===== src/rtl/kmap_lut.sv =====
// kmap_lut: runtime-programmable N-input Boolean function unit.
// Holds N_CH truth tables of 2**N_IN bits. Each table is reloaded serially through a
// small config FSM. One input vector per cycle is evaluated across all channels.
// Optional feature: define KMAP_HITCNT_EN to build the per-channel 16-bit hit counters.
module kmap_lut #(
    parameter int          N_IN        = 4,
    parameter int          N_CH        = 1,
    parameter logic [63:0] RESET_TABLE = 64'h0,
    parameter int          CH_W        = (N_CH > 1) ? $clog2(N_CH) : 1
) (
    input  logic                clk,
    input  logic                rst_n,
    input  logic                cfg_start,
    input  logic [CH_W-1:0]     cfg_ch,
    input  logic                cfg_bit_vld,
    input  logic                cfg_bit,
    input  logic                cfg_abort,
    output logic                cfg_busy,
    output logic                cfg_done,
    input  logic                in_valid,
    input  logic [N_IN-1:0]     in_vec,
    output logic                in_ready,
    output logic                out_valid,
    output logic [N_CH-1:0]     out,
    input  logic                out_ready,
    input  logic                hit_clr,
    output logic [16*N_CH-1:0]  hit_cnt
);

    localparam int              DEPTH    = 1 << N_IN;
    localparam logic [N_IN-1:0] LAST_IDX = N_IN'(DEPTH - 1);

    typedef enum logic [1:0] {
        IDLE,
        SHIFT,
        COMMIT
    } cfgState_e;

    cfgState_e        cfgState_q, cfgState_d;
    logic [CH_W-1:0]  loadCh_q, loadCh_d;
    logic [N_IN-1:0]  bitCnt_q, bitCnt_d;
    logic [DEPTH-1:0] shadow_q, shadow_d;
    logic [DEPTH-1:0] tbl_q [N_CH];
    logic [N_CH-1:0]  out_q;
    logic             outValid_q;
    logic [N_CH-1:0]  evalVec;
    logic             accept;

    // Config FSM next state: IDLE waits for a start, SHIFT collects bits into the shadow
    // register (abort wins over a same-cycle bit), COMMIT lasts exactly one cycle.
    always_comb begin
        cfgState_d = cfgState_q;
        loadCh_d   = loadCh_q;
        bitCnt_d   = bitCnt_q;
        shadow_d   = shadow_q;
        unique case (cfgState_q)
            IDLE: begin
                if (cfg_start) begin
                    cfgState_d = SHIFT;
                    loadCh_d   = cfg_ch;
                    bitCnt_d   = '0;
                end
            end
            SHIFT: begin
                if (cfg_abort) begin
                    cfgState_d = IDLE;
                end else if (cfg_bit_vld) begin
                    shadow_d[bitCnt_q] = cfg_bit;
                    bitCnt_d           = bitCnt_q + 1'b1;
                    if (bitCnt_q == LAST_IDX) begin
                        cfgState_d = COMMIT;
                    end
                end
            end
            COMMIT: begin
                cfgState_d = IDLE;
            end
            default: begin
                cfgState_d = IDLE;
            end
        endcase
    end

    // Config FSM registers; a reset mid-load simply throws the partial load away.
    always_ff @(posedge clk or negedge rst_n) begin
        if (!rst_n) begin
            cfgState_q <= IDLE;
            loadCh_q   <= '0;
            bitCnt_q   <= '0;
            shadow_q   <= '0;
        end else begin
            cfgState_q <= cfgState_d;
            loadCh_q   <= loadCh_d;
            bitCnt_q   <= bitCnt_d;
            shadow_q   <= shadow_d;
        end
    end

    assign cfg_busy = (cfgState_q != IDLE);
    assign cfg_done = (cfgState_q == COMMIT);

    // Truth tables: only the selected channel is overwritten in COMMIT; an out-of-range
    // channel number matches no entry, so that commit silently drops.
    always_ff @(posedge clk or negedge rst_n) begin
        if (!rst_n) begin
            for (int c = 0; c < N_CH; c++) begin
                tbl_q[c] <= RESET_TABLE[DEPTH-1:0];
            end
        end else if (cfgState_q == COMMIT) begin
            for (int c = 0; c < N_CH; c++) begin
                if (int'(loadCh_q) == c) begin
                    tbl_q[c] <= shadow_q;
                end
            end
        end
    end

    // Table lookup reads the registered tables, so an eval in the COMMIT cycle sees the old contents.
    always_comb begin
        evalVec = '0;
        for (int c = 0; c < N_CH; c++) begin
            evalVec[c] = tbl_q[c][in_vec];
        end
    end

    assign in_ready = !outValid_q || out_ready;
    assign accept   = in_valid && in_ready;

    // Output stage: capture on accept, hold while stalled, drop valid once consumed.
    always_ff @(posedge clk or negedge rst_n) begin
        if (!rst_n) begin
            out_q      <= '0;
            outValid_q <= 1'b0;
        end else if (accept) begin
            out_q      <= evalVec;
            outValid_q <= 1'b1;
        end else if (out_ready) begin
            outValid_q <= 1'b0;
        end
    end

    assign out       = out_q;
    assign out_valid = outValid_q;

`ifdef KMAP_HITCNT_EN
    logic [15:0] hit_q [N_CH];

    // Saturating per-channel hit counters; a clear beats a same-cycle increment.
    always_ff @(posedge clk or negedge rst_n) begin
        if (!rst_n) begin
            for (int c = 0; c < N_CH; c++) begin
                hit_q[c] <= '0;
            end
        end else begin
            for (int c = 0; c < N_CH; c++) begin
                if (hit_clr) begin
                    hit_q[c] <= '0;
                end else if (accept && evalVec[c] && (hit_q[c] != 16'hFFFF)) begin
                    hit_q[c] <= hit_q[c] + 16'd1;
                end
            end
        end
    end

    // Pack the counters onto the flat output bus, channel c in slice c.
    always_comb begin
        hit_cnt = '0;
        for (int c = 0; c < N_CH; c++) begin
            hit_cnt[16*c +: 16] = hit_q[c];
        end
    end
`else
    logic unused_hit_clr;
    assign unused_hit_clr = hit_clr;
    assign hit_cnt        = '0;
`endif

endmodule


===== config.mk =====
export PLATFORM = sky130hd
export DESIGN_NAME = kmap_lut
export DESIGN_NICKNAME = d
export VERILOG_FILES = /design/src/rtl/kmap_lut.sv
export SDC_FILE = /design/constraint.sdc
export NUM_CORES = 1
export LEC_CHECK = 0
export ABC_AREA = 1
export BUFFER_PORTS_ARGS = -buffer_cell sky130_fd_sc_hd__buf_2
export CORE_MARGIN = 5
export CORE_UTILIZATION = 60
export DETAILED_ROUTE_END_ITERATION = 12
export PLACE_DENSITY_LB_ADDON = 0.25
export REMOVE_ABC_BUFFERS = 1
export SYNTH_ARGS = -nofsm -noshare
export SYNTH_HDL_FRONTEND = slang
export SYNTH_SLANG_ARGS = --single-unit

===== constraint.sdc =====
create_clock -name clk -period 1.8 [get_ports clk]
set_input_delay 0.18 -clock clk [delete_from_list [all_inputs] [get_ports clk]]
set_output_delay 0.18 -clock clk [all_outputs]
set_load 0.1 [all_outputs]

-- Word-level counts from Yosys, hierarchy flattened
Cells that the tools add are included.
- bits in registers: 41
- mux-type cells: 16
- reduce and logical (&&, ||, !) cells: 13
- bitwise operators: 2
- add/sub/neg operators: 1
- order comparisons: 3
- equal/unequal tests: 8
- operators by type and width (operator ; number):
    bitwise mux 16 bit ; 1
    2-to-1 mux 4 bit ; 3
    less-than comparator 4 x 5 -> 1 bit, second input constant ; 2
    2-to-1 mux 2 bit ; 4
    one-hot mux 4 bit (2 select lines) ; 1
    inequality test 2 bit, second input constant ; 3
    inequality test 3 bit, second input constant ; 2
    AND reduction 3 bit ; 2
    nonzero test 2 bit ; 3
    adder 4 x 1 -> 4 bit, second input constant ; 1
    binary-select mux 1 bit (select 4 bit) ; 1
    demux 1 bit (select 4 bit) ; 1
    == test 4 bit, second input constant ; 1
    >= comparator 4 x 1 -> 1 bit, second input constant ; 1
    2-to-1 mux 1 bit ; 4
    one-hot mux 2 bit (2 select lines) ; 1
    AND reduction 2 bit ; 2
    AND reduction 4 bit ; 1
    == test 2 x 1 -> 1 bit, second input constant ; 1
    == test 2 bit, second input constant ; 1
    logical AND 1 bit ; 2
    logical NOT 2 bit ; 1
    NOT 1 bit ; 2
    logical NOT 1 bit ; 1
    logical OR 1 bit ; 1

-- Depth between registers and ports, before layout
Gate-level depths: netlist of run 1.
- depth in word-level cells: 5
- gate-level depth with buffers: 10
- depth with buffers taken out: 9

-- Worst setup path after synthesis of run 1
No wires, ideal clock.
- path kind: register to register
- start: register outValid_q, in the netlist out_valid
- end: register out_q, in the netlist out
- period minus slack after synthesis: 2.287 ns
- stages on the path, launching flop included: 6
- data arrival time: 2.167 ns
- slack: -0.487 ns
- path buffers: 0
- required time: 1.680 ns
- cell sequence: dfrtp_1 > nand2_1 > nand2_1 > inv_1 > nand2_1 > nand2_1
- cells in the longest elaborated chain, start to end: 3
- RTL lines (element ; line ; text):
    start, declared ; 45 ; logic outValid_q;
    start signal, assigned ; 133 ; outValid_q <= 1'b0;
    start signal, assigned ; 136 ; outValid_q <= 1'b1;
    start signal, assigned ; 138 ; outValid_q <= 1'b0;
    logical NOT 1 bit ; 126 ; assign in_ready = !outValid_q || out_ready;
    logical OR 1 bit ; 126 ;
    via in_ready ; 22 ; output logic in_ready,
    logical AND 1 bit ; 127 ; assign accept = in_valid && in_ready;
    end signal, assigned ; 135 ; out_q <= evalVec;
    end, declared ; 44 ; logic [N_CH-1:0] out_q;
The timed path passes the listed nets, and every way through them passes these cells.
A chain may end at the register's enable or synchronous reset.

-- Final worst setup path of run 1
- start: register cfgState_q[0]
- end: output cfg_done
- cells in the longest elaborated chain, start to end: 1
- RTL lines (element ; line ; text):
    start, declared ; 39 ; cfgState_e cfgState_q, cfgState_d;
    start signal, assigned ; 92 ; cfgState_q <= cfgState_d;
    == test 2 bit ; 100 ; assign cfg_done = (cfgState_q == COMMIT);
    end, declared ; 19 ; output logic cfg_done,
No other way between the ends.

==> impl.org, run 1 <==
** Outcome
- Outcome :: completed

** Floorplan
- Starting utilization of the core area :: 61.9%
- Area of the core :: about 3300 um2
- Chip Height :: 68.7 um
- Die Area :: 4720 um2
- Row generation in the floorplan step produced 21 rows.
- Count of boundary I/O pins :: 35
- The die is between 60 and 70 um wide.

** STA
- Unrepaired setup endpoints after global routing :: no
- The smallest clock period supported by the final layout is computed as 1.57 ns.
- Period utilization :: between 80% and 90%
- Final clock skew :: slightly below 0.01 ns
- Min Hold Slack :: roughly 0.06 ns
- Number of slew-limit violations in the final report :: 0
- Final hold violation count :: 0
- After routing, the total negative slack on setup checks comes to 0 ns.
- # setup viols final :: 0
- Maximum achievable frequency :: 637 MHz
- Once routing completed, OpenROAD measured the worst setup slack at 0.230 ns.

** Drt
- Dividing the detail-routed wire length by the instance count gives 11.6 um.
- Remaining antenna violation count after routing :: 0
- Total number of vias :: 1418
- The pre-antenna-repair detailed-routing pass consisted of 4 iterations.
- Count of routing violations after the opening detailed-route iteration :: 38
- DR vias/cell :: 4.84
- Post-Route WL :: approximately 3400 um
- After detailed routing, the number of remaining DRC violations is 0.

** Worst setup path
- Endpoint of the most critical setup path :: cfg_done
- The critical path in this run is classified as reg -> out.
- R2r setup slk :: 0.47 ns
- STA classifies the critical path startpoint as a register.
- Kind of capture point of the worst setup path :: primary output
- The worst register-to-register path begins at bitCnt_q[0].
- Worst endpoint data arrival time :: roughly 1.4 ns
- The number of cells on the worst reg-to-reg path is 6.
- Worst R2R End :: shadow_q[15]
- In this run the worst setup path begins at cfgState_q[0].
- Worst Path Max Fanout :: 3
- For the worst setup path, the data required time is around 1.6 ns.

** Pwr
- Power Dens Cells :: 999 nW/um2
- Peak VDD IR :: a little under 0.5 mV
- Internal power summed over all cells :: 1.42 mW
- Combinational logic burns around a quarter of the power.
- Net switching is a little over a third of the power.
- Static power due to leakage :: 1.15 nW
- The clock network is responsible for 25.6% of the overall power.
- Summing internal, switching and leakage power gives 2.21 mW.
- Of the total power, registers draw between 40% and 50%.
- In this run the power spent charging and discharging nets is 794 uW.

** Global route
- Number of global-route vias before repair :: 1335
- Wire length of the first global-routing pass :: 5900 um
- The initial antenna violation count is 0.
- Total congestion overflow after global routing :: 0
- All-Layer GR Usage :: 17.5%
- Entering global routing, the biggest net connects 42 pins.

** Layout
- Finished layout cell area :: 2210 um2
- Fill cells :: 304
- Count of inserted antenna diode cells :: 0
- Fraction of layout instances using a drive strength above 1 :: a little over a fifth
- Count of placed standard cells in the final layout, fillers left out :: between 200 and 300
- Layout net count :: 265
- In the final layout, flip-flops and latches occupy 1030 um2.
- Signed area change from the synthesized netlist to the final layout :: 7.21%
- Core Util, Final :: between 60% and 70%
- In the final layout, the multi-input gates occupy 868 um2.

** Clock network
- CTS built an H-tree with a depth of 2.
- After clock tree synthesis, the clock-pin slew on the worst setup and hold paths is around 0.12 ns.
- The number of hold buffers added after CTS was 1.
- The clock passes through at most 2 buffers.
- Once the clock tree was built, the resizer swapped 0 gates to a different size.
- TritonCTS built the clock tree.
- CTS Sinks :: 41
- The number of clock buffers added by TritonCTS is 5.
- CTS placed an instance of sky130_fd_sc_hd__clkbuf_4 at the clock tree root.
- Insertion delay to the later sink of the worst-skew pair :: 0.35 ns
- Setup Fix Bufs, Post-CTS :: 0

** Synth
- Synthesis instantiated 24 different standard cells from the library.
- Summing every instance area after synthesis gives 2070 um2.
- Synthesis produced a netlist whose cell count is around 230.
- A synthesized cell averages around 9.2 um2.
- Yosys warning count :: 0
- Share of the yosys chip area belonging to registers :: between 40 and 50%
- The synthesized design contains 41 register bits.

** Placement
- GP Congestion :: a little under 0.8
- PortBufs :: 17
- Once placement completed, the tool counted placed cells totaling 285.
- HPWL after detailed placement :: roughly 2500 um
- After detailed placement, the total cell area comes to 2130 um2.
- Post-placement setup slack :: 0.475 ns

** Flow run
- Count of max-cap constraint violations :: 0

** Worst hold path
- Path type of the worst min-delay path :: in -> reg
-- synthesized netlist by cell type --
cell type | instances | area share [%]
sky130_fd_sc_hd__nand2_1 | 60 | 11
sky130_fd_sc_hd__dfrtp_1 | 41 | 50
sky130_fd_sc_hd__inv_1 | 20 | 3.6
sky130_fd_sc_hd__nand3_1 | 18 | 4.4
sky130_fd_sc_hd__buf_4 | 16 | 5.8
sky130_fd_sc_hd__mux2_2 | 15 | 8.2
sky130_fd_sc_hd__o21ai_1 | 14 | 3.4
sky130_fd_sc_hd__nor2_1 | 8 | 1.5
sky130_fd_sc_hd__o21ai_0 | 5 | 1.2
sky130_fd_sc_hd__a21oi_1 | 4 | 0.97
sky130_fd_sc_hd__ha_1 | 4 | 2.4
sky130_fd_sc_hd__nor2_4 | 4 | 2.2
sky130_fd_sc_hd__nand2_2 | 3 | 0.91
sky130_fd_sc_hd__inv_2 | 2 | 0.36
sky130_fd_sc_hd__nand4_1 | 2 | 0.61
sky130_fd_sc_hd__a21oi_4 | 1 | 0.79
sky130_fd_sc_hd__buf_2 | 1 | 0.24
sky130_fd_sc_hd__buf_6 | 1 | 0.55
sky130_fd_sc_hd__clkbuf_1 | 1 | 0.18
sky130_fd_sc_hd__clkinv_2 | 1 | 0.24
sky130_fd_sc_hd__conb_1 | 1 | 0.18
sky130_fd_sc_hd__nand2_4 | 1 | 0.55
sky130_fd_sc_hd__nand3_4 | 1 | 0.85
sky130_fd_sc_hd__o31ai_1 | 1 | 0.36
-- state kept, by name (all words and copies together), names as in the netlist --
signal	count
bitCnt_q	4
cfgState_q	2
loadCh_q	1
out	1
out_valid	1
shadow_q	16
tbl_q	16
-- logic make-up (layout without fill, tap and decap cells) --
logic type                 after synthesis  count (layout)  synth area share, %
AOI/OAI and AO/OA                       25              25                 6.72
adders and majority gates                4               4                 2.42
buffers and inverters                   42              49                 11.0
DFF                                     41              41                 49.7
muxes                                   15              15                 8.18
other                                    1              16                0.182
and+or+nand+nor                         97              97                 21.8
-- per-layer routing --
layer	part of all wire [%]	track usage, %	up-vias
met2	44	27.1	36
li1	-	-	741
met5	0	0	-
met4	2.3	10.7	0
met3	5.9	4.05	9
met1	47	22.2	632
-- layout make-up --
class / instances / share of cell area [%]
tap: 46 / 2.60
clock buffer: 5 / 1.69
clock inverter: 2 / 1.58
multi-input combinational: 157 / 39.2
inverter: 23 / 3.95
sequential: 41 / 46.3
timing repair buffer: 19 / 4.63
-- power groups by stage --
stage,Clock [mW],Sequential (mW),Combinational (mW)
2_1_floorplan,0,1.13,0.424
3_3_place_gp,0,1.11,0.547
3_5_place_dp,0,1.11,0.553
4_1_cts,0.593,1.09,0.556
5_1_grt,0.626,1.11,0.619
6_report,0.566,1.09,0.551
-- critical path: stages, from the launching register on --
cell,delay [ns]
sky130_fd_sc_hd__dfrtp_1,0.45
sky130_fd_sc_hd__nor2_4,0.15
sky130_fd_sc_hd__buf_2,0.44
-- how the worst min path moves through the flow --
stage / startpoint / endpoint / slack, ns / cells past startpoint
floorplan: rst_n / bitCnt_q[0] / -0.12 / 0
global placement: rst_n / cfgState_q[0] / 0.27 / 2
detailed placement: rst_n / cfgState_q[1] / 0.27 / 2
CTS: cfg_ch / loadCh_q / 0.04 / 3
global route: in_valid / out_valid / 0.07 / 3
finish: cfg_ch / loadCh_q / 0.06 / 3
-- cells in the final DEF (no fill, tap or decap), drive strengths merged --
master,instances
dlygate4sd3,1
o31ai,1
a21oi,5
bufinv,1
o21ai,19
nand2,64
nand3,19
ha,4
nand4,2
dfrtp,41
nor2,12
inv,22
clkinv,2
conb,16
buf,18
mux2,15
clkbuf,5
Power figures use the tool's default switching activity.
==> run 2, diff against run 1 <==
Settings changed: ABC_AREA 1 to unset.
==> run 2 against run 1 <==
- first-iteration DRC count shrank 21%
- fmax decreased by 7.5%
- critical path type unchanged
- critical path depth is 1 higher
- non-clock buffer count rose by 6
- global-route usage shrank 1.7 points
- combinational power shrank 21%
- sequential power down 6%
- hold slack worse by 0.018 ns
- synthesized area up 2.8%
==> impl.org, run 2 <==
** Synth
- Top cells by area in the synthesized netlist :: sky130_fd_sc_hd__dfrtp_1, sky130_fd_sc_hd__mux2_4, sky130_fd_sc_hd__mux2_1
- In the post-synthesis netlist, the cell with the most instances is sky130_fd_sc_hd__dfrtp_1.
- The number of instances in the synthesized netlist came to 169 (-25%).
- The share of the synthesized area in the top cell type was 48.3% (-1.3 points).
- Share of the yosys chip area belonging to registers :: 48.3% (-1.3 points)
- Most instantiated cells after synthesis :: sky130_fd_sc_hd__dfrtp_1, sky130_fd_sc_hd__buf_4, sky130_fd_sc_hd__nand2_1
- The average instance area after synthesis is 12.6 um2 (+37%).
- The number of enable-type register cells in the synthesized netlist was 0 (unchanged).
- Flops & latches, synth :: 41 (unchanged)
- Yosys warning count :: 0 (unchanged)
- The share of flip-flops with an asynchronous set or reset after synthesis came to 100% (unchanged).
- Area of the mapped netlist :: 2120 um2 (+2.8%)
- Yosys top cell by area :: sky130_fd_sc_hd__dfrtp_1
- Post-synth top flop :: sky130_fd_sc_hd__dfrtp_1
- The unique cell type count in the Yosys netlist was 38 (+58%).

** Worst setup path
- The worst setup path is launched from a register.
- The critical path goes through buf_4 -> or2_2 -> buf_2.
- Largest incremental delay on the critical path :: 0.43 ns (-0.02 ns)
- The endpoint identified for the worst register-to-register timing path is shadow_q[4].
- Among all stages on the critical path, the largest delay is contributed by sky130_fd_sc_hd__dfrtp_1.
- Data required time of the critical path :: 1.62 ns (about the same)
- The critical path in this run is classified as reg -> out.
- Depth of the worst register-to-register path :: 5 (-1)
- Worst Path Max Fanout :: 6 (+3)
- STA classifies the critical path endpoint as a primary output.
- The data arrival time of the critical path came to 1.52 ns (+0.13 ns).
- In this run the critical register-to-register path is launched from cfgState_q[0].
- The slack of the worst reg-to-reg path was 0.21 ns (-0.26 ns).

** Floorplan
- Count of boundary I/O pins :: 35 (unchanged)
- Floorplan row count :: 21 (unchanged)
- Chip Height :: 69.5 um (+1.2%)
- The die outline width came to 69.5 um (+1.2%).
- Area of the core :: 3390 um2 (+1.6%)
- The total die area came to 4830 um2 (+2.4%).
- Starting utilization of the core area :: 62.6% (+0.74 points)

** Layout
- Regs by FF count :: shadow_q (16), tbl_q (16), bitCnt_q (4)
- The top cell types in the final layout, fill and taps aside, are sky130_fd_sc_hd__dfrtp_1, sky130_fd_sc_hd__buf_2, sky130_fd_sc_hd__conb_1.
- Signed area change from the synthesized netlist to the final layout :: 7.60%
- The library cell used most frequently in the layout, excluding fill and tap cells, is sky130_fd_sc_hd__dfrtp_1.
- Count of placed standard cells in the final layout, fillers left out :: 240 (-18%)
- The number of inserted filler cells in the final layout is 254 (-16%).
- The number of nets in the finished design was 211 (-20%).
- The share of layout cells above drive strength 1 was 33.0% (+12 points).
- Count of inserted antenna diode cells :: 0 (unchanged)

** STA
- Normalized max-slew margin :: 66.0%
- # setup viols final :: 0 (unchanged)
- Tightest Pin Transition :: 0.510 ns
- The shortest clock period the worst path allows after layout was 1.70 ns (+0.127 ns).
- Min Hold Slack :: 0.0410 ns (-0.0177 ns)
- Final hold violation count :: 0 (unchanged)
- Maximum achievable frequency :: 589 MHz (-7.5%)
- The share of the cycle needed by the critical path after routing came to 94.3% (+7.1 points).
- Final clock skew :: 0.0130 ns (+0.00339 ns)
- Unrepaired setup endpoints after global routing :: no
- The final number of max-transition violations is 0 (unchanged).

** Drt
- Mean routed wirelength per cell :: 14.8 um (+28%)
- Remaining antenna violation count after routing :: 0 (unchanged)
- The length of the first detailed-routing pass in iterations was 2 (-2).
- The remaining routing DRC violations came to 0 (unchanged).
- The detailed router's first-iteration violation count was 30 (-21%).
- The total via count in the routed design came to 1228 (-13%).
- The average vias per placed instance came to 5.12 (+5.7%).
- The final routed wirelength across all metal layers is 3550 um (+4.7%).

** Global route
- Number of antenna violations at the first check in global routing :: 0 (unchanged)
- Total congestion overflow after global routing :: 0 (unchanged)
- The maximum number of pins on one net before global-route repair came to 42 (unchanged).
- Number of global-route vias before repair :: 1329 (-0.45%)
- Wire length of the first global-routing pass :: 6150 um (+4.3%)
- The overall global routing resource usage was 15.8% (-1.7 points).

** Placement
- The count of input and output buffers was 17 (unchanged).
- Count of placed standard cells including taps :: 231 (-19%)
- The final RePlAce weighted congestion is 0.820 (+5.4%).
- HPWL after detailed placement :: 2680 um (+5.3%)

** Clock network
- The number of H-tree levels is 2 (unchanged).
- In this run the clock root is driven by a sky130_fd_sc_hd__clkbuf_4.
- The number of buffers added by the clock tree synthesis step came to 5 (unchanged).
- Clock edge transition at the registers on the reported setup and hold paths :: 0.12 ns (about the same)
- CTS-repair resized insts :: 0 (unchanged)
- The clock tree buffer depth was 2 (unchanged).
- The clock sink total is 41 (unchanged).
- TritonCTS built the clock tree.
- The insertion delay to the later sink of the worst-skew pair is 0.35 ns (about the same).

** Worst hold path
- The worst hold path terminates at cfgState_q[1].
- The cell depth of the worst min-delay path is 2 (-1).
- Launch instance of the worst min-delay path :: cfg_abort
- Path type of the worst min-delay path :: in -> reg

** Flow run
- The number of max-capacitance violations reported was 0 (unchanged).

** Pwr
- The worst-case vdd ir drop was 0.426 mV (-13%).
- Power Dens Cells :: 834 nW/um2 (-17%)
- Static power due to leakage :: 1.18 nW (+2.4%)

** Outcome
- Outcome :: completed
[run 2: cell types whose count changed after synthesis, moves of 4 or more]
cell | previous run | this run
sky130_fd_sc_hd__nand2_1 | 60 | 15
sky130_fd_sc_hd__inv_1 | 20 | 4
sky130_fd_sc_hd__mux2_1 | 0 | 14
sky130_fd_sc_hd__o21ai_1 | 14 | 0
sky130_fd_sc_hd__nand3_1 | 18 | 5
sky130_fd_sc_hd__mux2_4 | 0 | 11
sky130_fd_sc_hd__mux2_2 | 15 | 8
sky130_fd_sc_hd__o21ai_0 | 5 | 0
sky130_fd_sc_hd__mux2i_1 | 0 | 4
sky130_fd_sc_hd__nor2_1 | 8 | 4
sky130_fd_sc_hd__nor2_4 | 4 | 0
[run 2: report_power, final]
group          internal, mW  total, mW  switching [mW]
logic                 0.119      0.433           0.313
registers             0.980       1.02          0.0427
clock network         0.147      0.449           0.302
[run 2: cells by family (layout without fill, tap and decap cells)]
family,Yosys count,after routing,synth area share (%)
other cells,1,16,0.177
simple gates,47,47,13.3
fa+ha+maj,4,4,2.36
buf+inv,27,37,8.60
xor+xnor,2,2,0.825
flops,41,41,48.3
mux,39,39,23.5
compound gates,8,8,2.95
[run 2: area by class of cell]
type | count | area [um2] | area share (%)
Clock buffer | 5 | 37.5 | 1.64
Timing Repair Buffer | 25 | 160 | 7.01
Multi-Input combinational cell | 116 | 971 | 42.5
Tap cell | 46 | 57.6 | 2.52
Sequential cell | 41 | 1030 | 44.9
Clock inverter | 3 | 17.5 | 0.767
Inverter | 4 | 15.0 | 0.657
[run 2: routing by layer]
layer	global-route usage (%)	wire, um	part of all wire (%)
met3	4.64	231	6.5
met2	25.5	1670	47
met5	0	0	0
met4	5.86	40	1.1
met1	20.1	1610	45
[run 2: timing repair]
item                      in CTS  in global routing
hold endpoints to repair      41                  0
hold buffers                   1                  0
buffers inserted               0                  0
[run 2: per-stage QoR]
stage	util (%)	TNS [ns]	worst slack, ns	cell area, um2	total power [mW]
4_1_cts	67.4	0	0.0959	2280	1.92
3_3_place_gp	65.5	0	0.246	2220	1.46
6_report	67.4	0	0.103	2280	1.90
5_1_grt	67.4	0	0.0338	2280	1.99
3_5_place_dp	65.5	0	0.227	2220	1.47
2_1_floorplan	-	-15.16	-0.805	2010	1.38
[run 2: worst max path at each step]
stage	slack, ns	startpoint	depth (start not counted)	to
CTS	0.1	cfgState_q[1]	3	cfg_busy
global route	0.03	cfgState_q[1]	3	cfg_busy
detailed placement	0.23	cfgState_q[0]	5	shadow_q[12]
finish	0.10	cfgState_q[1]	3	cfg_busy
floorplan	-0.80	cfgState_q[0]	3	tbl_q[0]
global placement	0.25	cfgState_q[0]	5	shadow_q[13]
[run 2: worst max-delay path, delay by kind of cell, from the launching register on]
| kind | cells | cell delay [ns] |
|---|---|---|
| simple gates | 1 | 0.28 |
| flops | 1 | 0.43 |
| buf+inv | 2 | 0.47 |
==> run 3, diff against run 2 <==
Settings changed: CORE_UTILIZATION 60 to 56.
Clock period 1.8 ns to 1.7 ns, I/O delays scaled along.
==> run 3 against run 2 <==
- non-clock buffer count unchanged
- via count increased by 1.5%
- critical path depth increased by 2
- critical endpoint is now shadow_q[12]
==> impl.org, run 3 (synthesis gave the netlist of run 2 again) <==
** Outcome
- Outcome :: completed

** Drt
- DR vias/cell :: 5.17 (+1.0%)
- Count of routing violations after the opening detailed-route iteration :: 41 (+37%)
- DRC Markers :: 0 (unchanged)
- The total via count in the routed design is 1246 (+1.5%).
- Post-Route WL :: 3480 um (-2.1%)
- Remaining antenna violation count after routing :: 0 (unchanged)
- The routed length per instance came to 14.4 um (-2.5%).
- Iteration count of the initial detailed-routing pass :: 4 (+2)

** Clock network
- The clock tree buffer depth is 2 (unchanged).
- The insertion delay to the later sink of the worst-skew pair came to 0.29 ns (-0.06 ns).
- The number of hold buffers added after cts came to 1 (unchanged).
- The tree is rooted in a sky130_fd_sc_hd__clkbuf_8.
- Clock tree from TritonCTS :: built
- The quantity of gates resized following cts was 0 (unchanged).
- CTS Sinks :: 41 (unchanged)
- The number of H-tree levels was 2 (unchanged).
- The number of buffers added by the clock tree synthesis step is 5 (unchanged).
- The clock-pin slew reported for the worst setup and hold paths after clock tree synthesis was 0.08 ns (-0.04 ns).
- Setup Fix Bufs, Post-CTS :: 0 (unchanged)

** Placement
- PortBufs :: 17 (unchanged)
- The sum of net half-perimeters after detailed placement came to 2600 um (-3.0%).
- The standard cell area after detailed placement came to 2220 um2 (+0.11%).
- The number of placed instances with taps included was 233 (+0.87%).
- The final RePlAce weighted congestion came to 0.856 (+4.4%).

** Worst hold path
- Cell depth of the worst min-delay path :: 2 (unchanged)
- The path class of the tightest hold or removal check is in -> reg.

** Pwr
- The leakage power total was 1.20 nW (+2.0%).
- The clock group share of total power was 32.3% (+8.7 points).
- The power consumption came to 2.27 mW (+19%).
- P_sw :: 684 uW (+3.9%)
- The switching share of power is 30.1% (-4.5 points).
- The total power density per cell area is 974 nW/um2 (+17%).
- The worst-case vdd ir drop is 0.582 mV (+37%).
- The internal power summed over all cells is 1.59 mW (+28%).
- The portion of total power attributed to sequential cells came to 47.7% (-6.0 points).
- Share of power burned in combinational logic :: 20.0% (-2.7 points)

** Worst setup path
- Top delay family on crit path :: simple AND/OR/NAND/NOR gates
- STA classifies the critical path endpoint as a register.
- The buffers plus inverters on the worst setup path is 1 (-1).
- Data required time of the critical path :: 1.88 ns (+0.26 ns)
- Crit. path cell count :: 5 (+2)
- Worst endpoint data arrival time :: 1.76 ns (+0.24 ns)
- Among all stages on the critical path, the largest delay is contributed by sky130_fd_sc_hd__dfrtp_1.
- Largest incremental delay on the critical path :: 0.42 ns (about the same)
- The maximum net fanout on the critical path was 8 (+2).
- Depth of the worst register-to-register path :: 5 (unchanged)
- STA classifies the critical path startpoint as a register.
- Critical path class :: reg -> reg
- Traced cell by cell, the critical path runs through nor4bb_1 -> buf_4 -> and2_4 -> nand3_2 -> mux2_4.

** Layout
- Count of placed standard cells in the final layout, fillers left out :: 241 (+0.42%)
- Signed area change from the synthesized netlist to the final layout :: 10.0%
- The largest registers in the layout are shadow_q (16), tbl_q (16), bitCnt_q (4).
- The library cells used most frequently in the layout, excluding fill and tap cells, are sky130_fd_sc_hd__dfrtp_1, sky130_fd_sc_hd__buf_2, sky130_fd_sc_hd__conb_1.
- The library cell used most frequently in the layout, excluding fill and tap cells, is sky130_fd_sc_hd__dfrtp_1.
- Layout net count :: 211 (unchanged)
- Count of inserted antenna diode cells :: 0 (unchanged)
- Finished layout cell area :: 2340 um2 (+2.2%)
- Fraction of layout instances using a drive strength above 1 :: 32.6% (-0.35 points)

** STA
- Number of slew-limit violations in the final report :: 0 (unchanged)
- Tightest Pin Transition :: 0.511 ns (+0.00104 ns)
- The worst path needs 1.59 ns of the cycle, external delays included.
- # setup viols final :: 0 (unchanged)
- The worst-case headroom to the max-slew limit came to 66.0% (-0.069 points).
- The post-route clock skew was 0.00800 ns (-0.00500 ns).
- The number of hold violations in the final report came to 0 (unchanged).
- Maximum achievable frequency :: between 600 and 700 MHz
- Setup repair after global routing left no endpoint under its margin.
- After layout, the worst path uses 93.4% of the clock period.

** Floorplan
- The starting density of the core was 58.0% (-4.6 points).
- Count of boundary I/O pins :: 35 (unchanged)
- The area of the placeable core is 3660 um2 (+8.0%).
- The vertical die dimension is 71.6 um (+3.0%).
- Die Area :: 5120 um2 (+6.1%)
- Floorplan row count :: 22 (+4.8%)
- The die outline width came to 71.6 um (+3.0%).

** Global route
- The maximum number of pins on one net before global-route repair came to 42 (unchanged).
- The via count of the first global-routing pass is 1288 (-3.1%).
- Wire length of the first global-routing pass :: 6020 um (-2.2%)
- Number of antenna violations at the first check in global routing :: 0 (unchanged)
- All-Layer GR Usage :: 15.3% (-0.55 points)
- The remaining global-route overflow is 0 (unchanged).

** Flow run
- Count of max-cap constraint violations :: 0 (unchanged)
run 3: changes by cell type in the layout (fill, tap and decap cells not counted):
cell / previous run / this run
sky130_fd_sc_hd__clkinvlp_4: 1 / 0
sky130_fd_sc_hd__clkbuf_8: 0 / 5
sky130_fd_sc_hd__clkinv_2: 2 / 1
sky130_fd_sc_hd__clkbuf_4: 5 / 0
sky130_fd_sc_hd__bufinv_16: 0 / 1
run 3: worst reg2reg max path: cells and delay by family (launching register included):
| kind | cells | cell delay [ns] |
|---|---|---|
| and+or+nand+nor | 3 | 0.56 |
| buffers and inverters | 1 | 0.20 |
| DFF | 1 | 0.42 |
| muxes | 1 | 0.30 |
run 3: final timing paths:
kind                               start            to  slack (ns)
setup / recovery           cfgState_q[0]  shadow_q[12]        0.11
hold / removal                  in_valid     out_valid        0.09
setup reg to reg           cfgState_q[0]  shadow_q[12]        0.11
hold reg to reg                 tbl_q[8]      tbl_q[8]        0.49
max in group asynchronous          rst_n   shadow_q[7]        0.87
min in group asynchronous          rst_n     out_valid        0.47
run 3: metal layers:
metal,track usage [%],share of wire (%)
met3,4.63,7.2
met5,0,0
met1,17.9,42
met4,6.68,2.7
met2,25.8,49
run 3: metrics by stage:
stage          setup slack (ns)  utilization (%)  setup TNS [ns]  hold WS (ns)
6_report                  0.113             63.8               0        0.0947
5_1_grt                  0.0186             63.8               0         0.108
4_1_cts                  0.0936             63.8               0        0.0865
3_5_place_dp              0.114             60.7               0         0.261
3_3_place_gp              0.138             60.7               0         0.247
2_1_floorplan            -0.905                -          -18.48        -0.126
run 3: layout make-up:
cell class / count / area, um2
clock inverter: 2 / 35.0
inverter: 4 / 15.0
multi-input combinational: 116 / 971
tap: 48 / 60.1
fill: 302 / 1330
sequential: 41 / 1030
clock buffer: 5 / 68.8
timing repair buffer: 25 / 160
run 3: power groups by stage:
stage               logic (mW)  clock network, mW  registers, mW
floorplan                0.335                  0           1.12
global placement         0.446                  0           1.10
detailed placement       0.456                  0           1.10
CTS                      0.460              0.760           1.08
global route             0.483              0.792           1.09
finish                   0.455              0.735           1.08
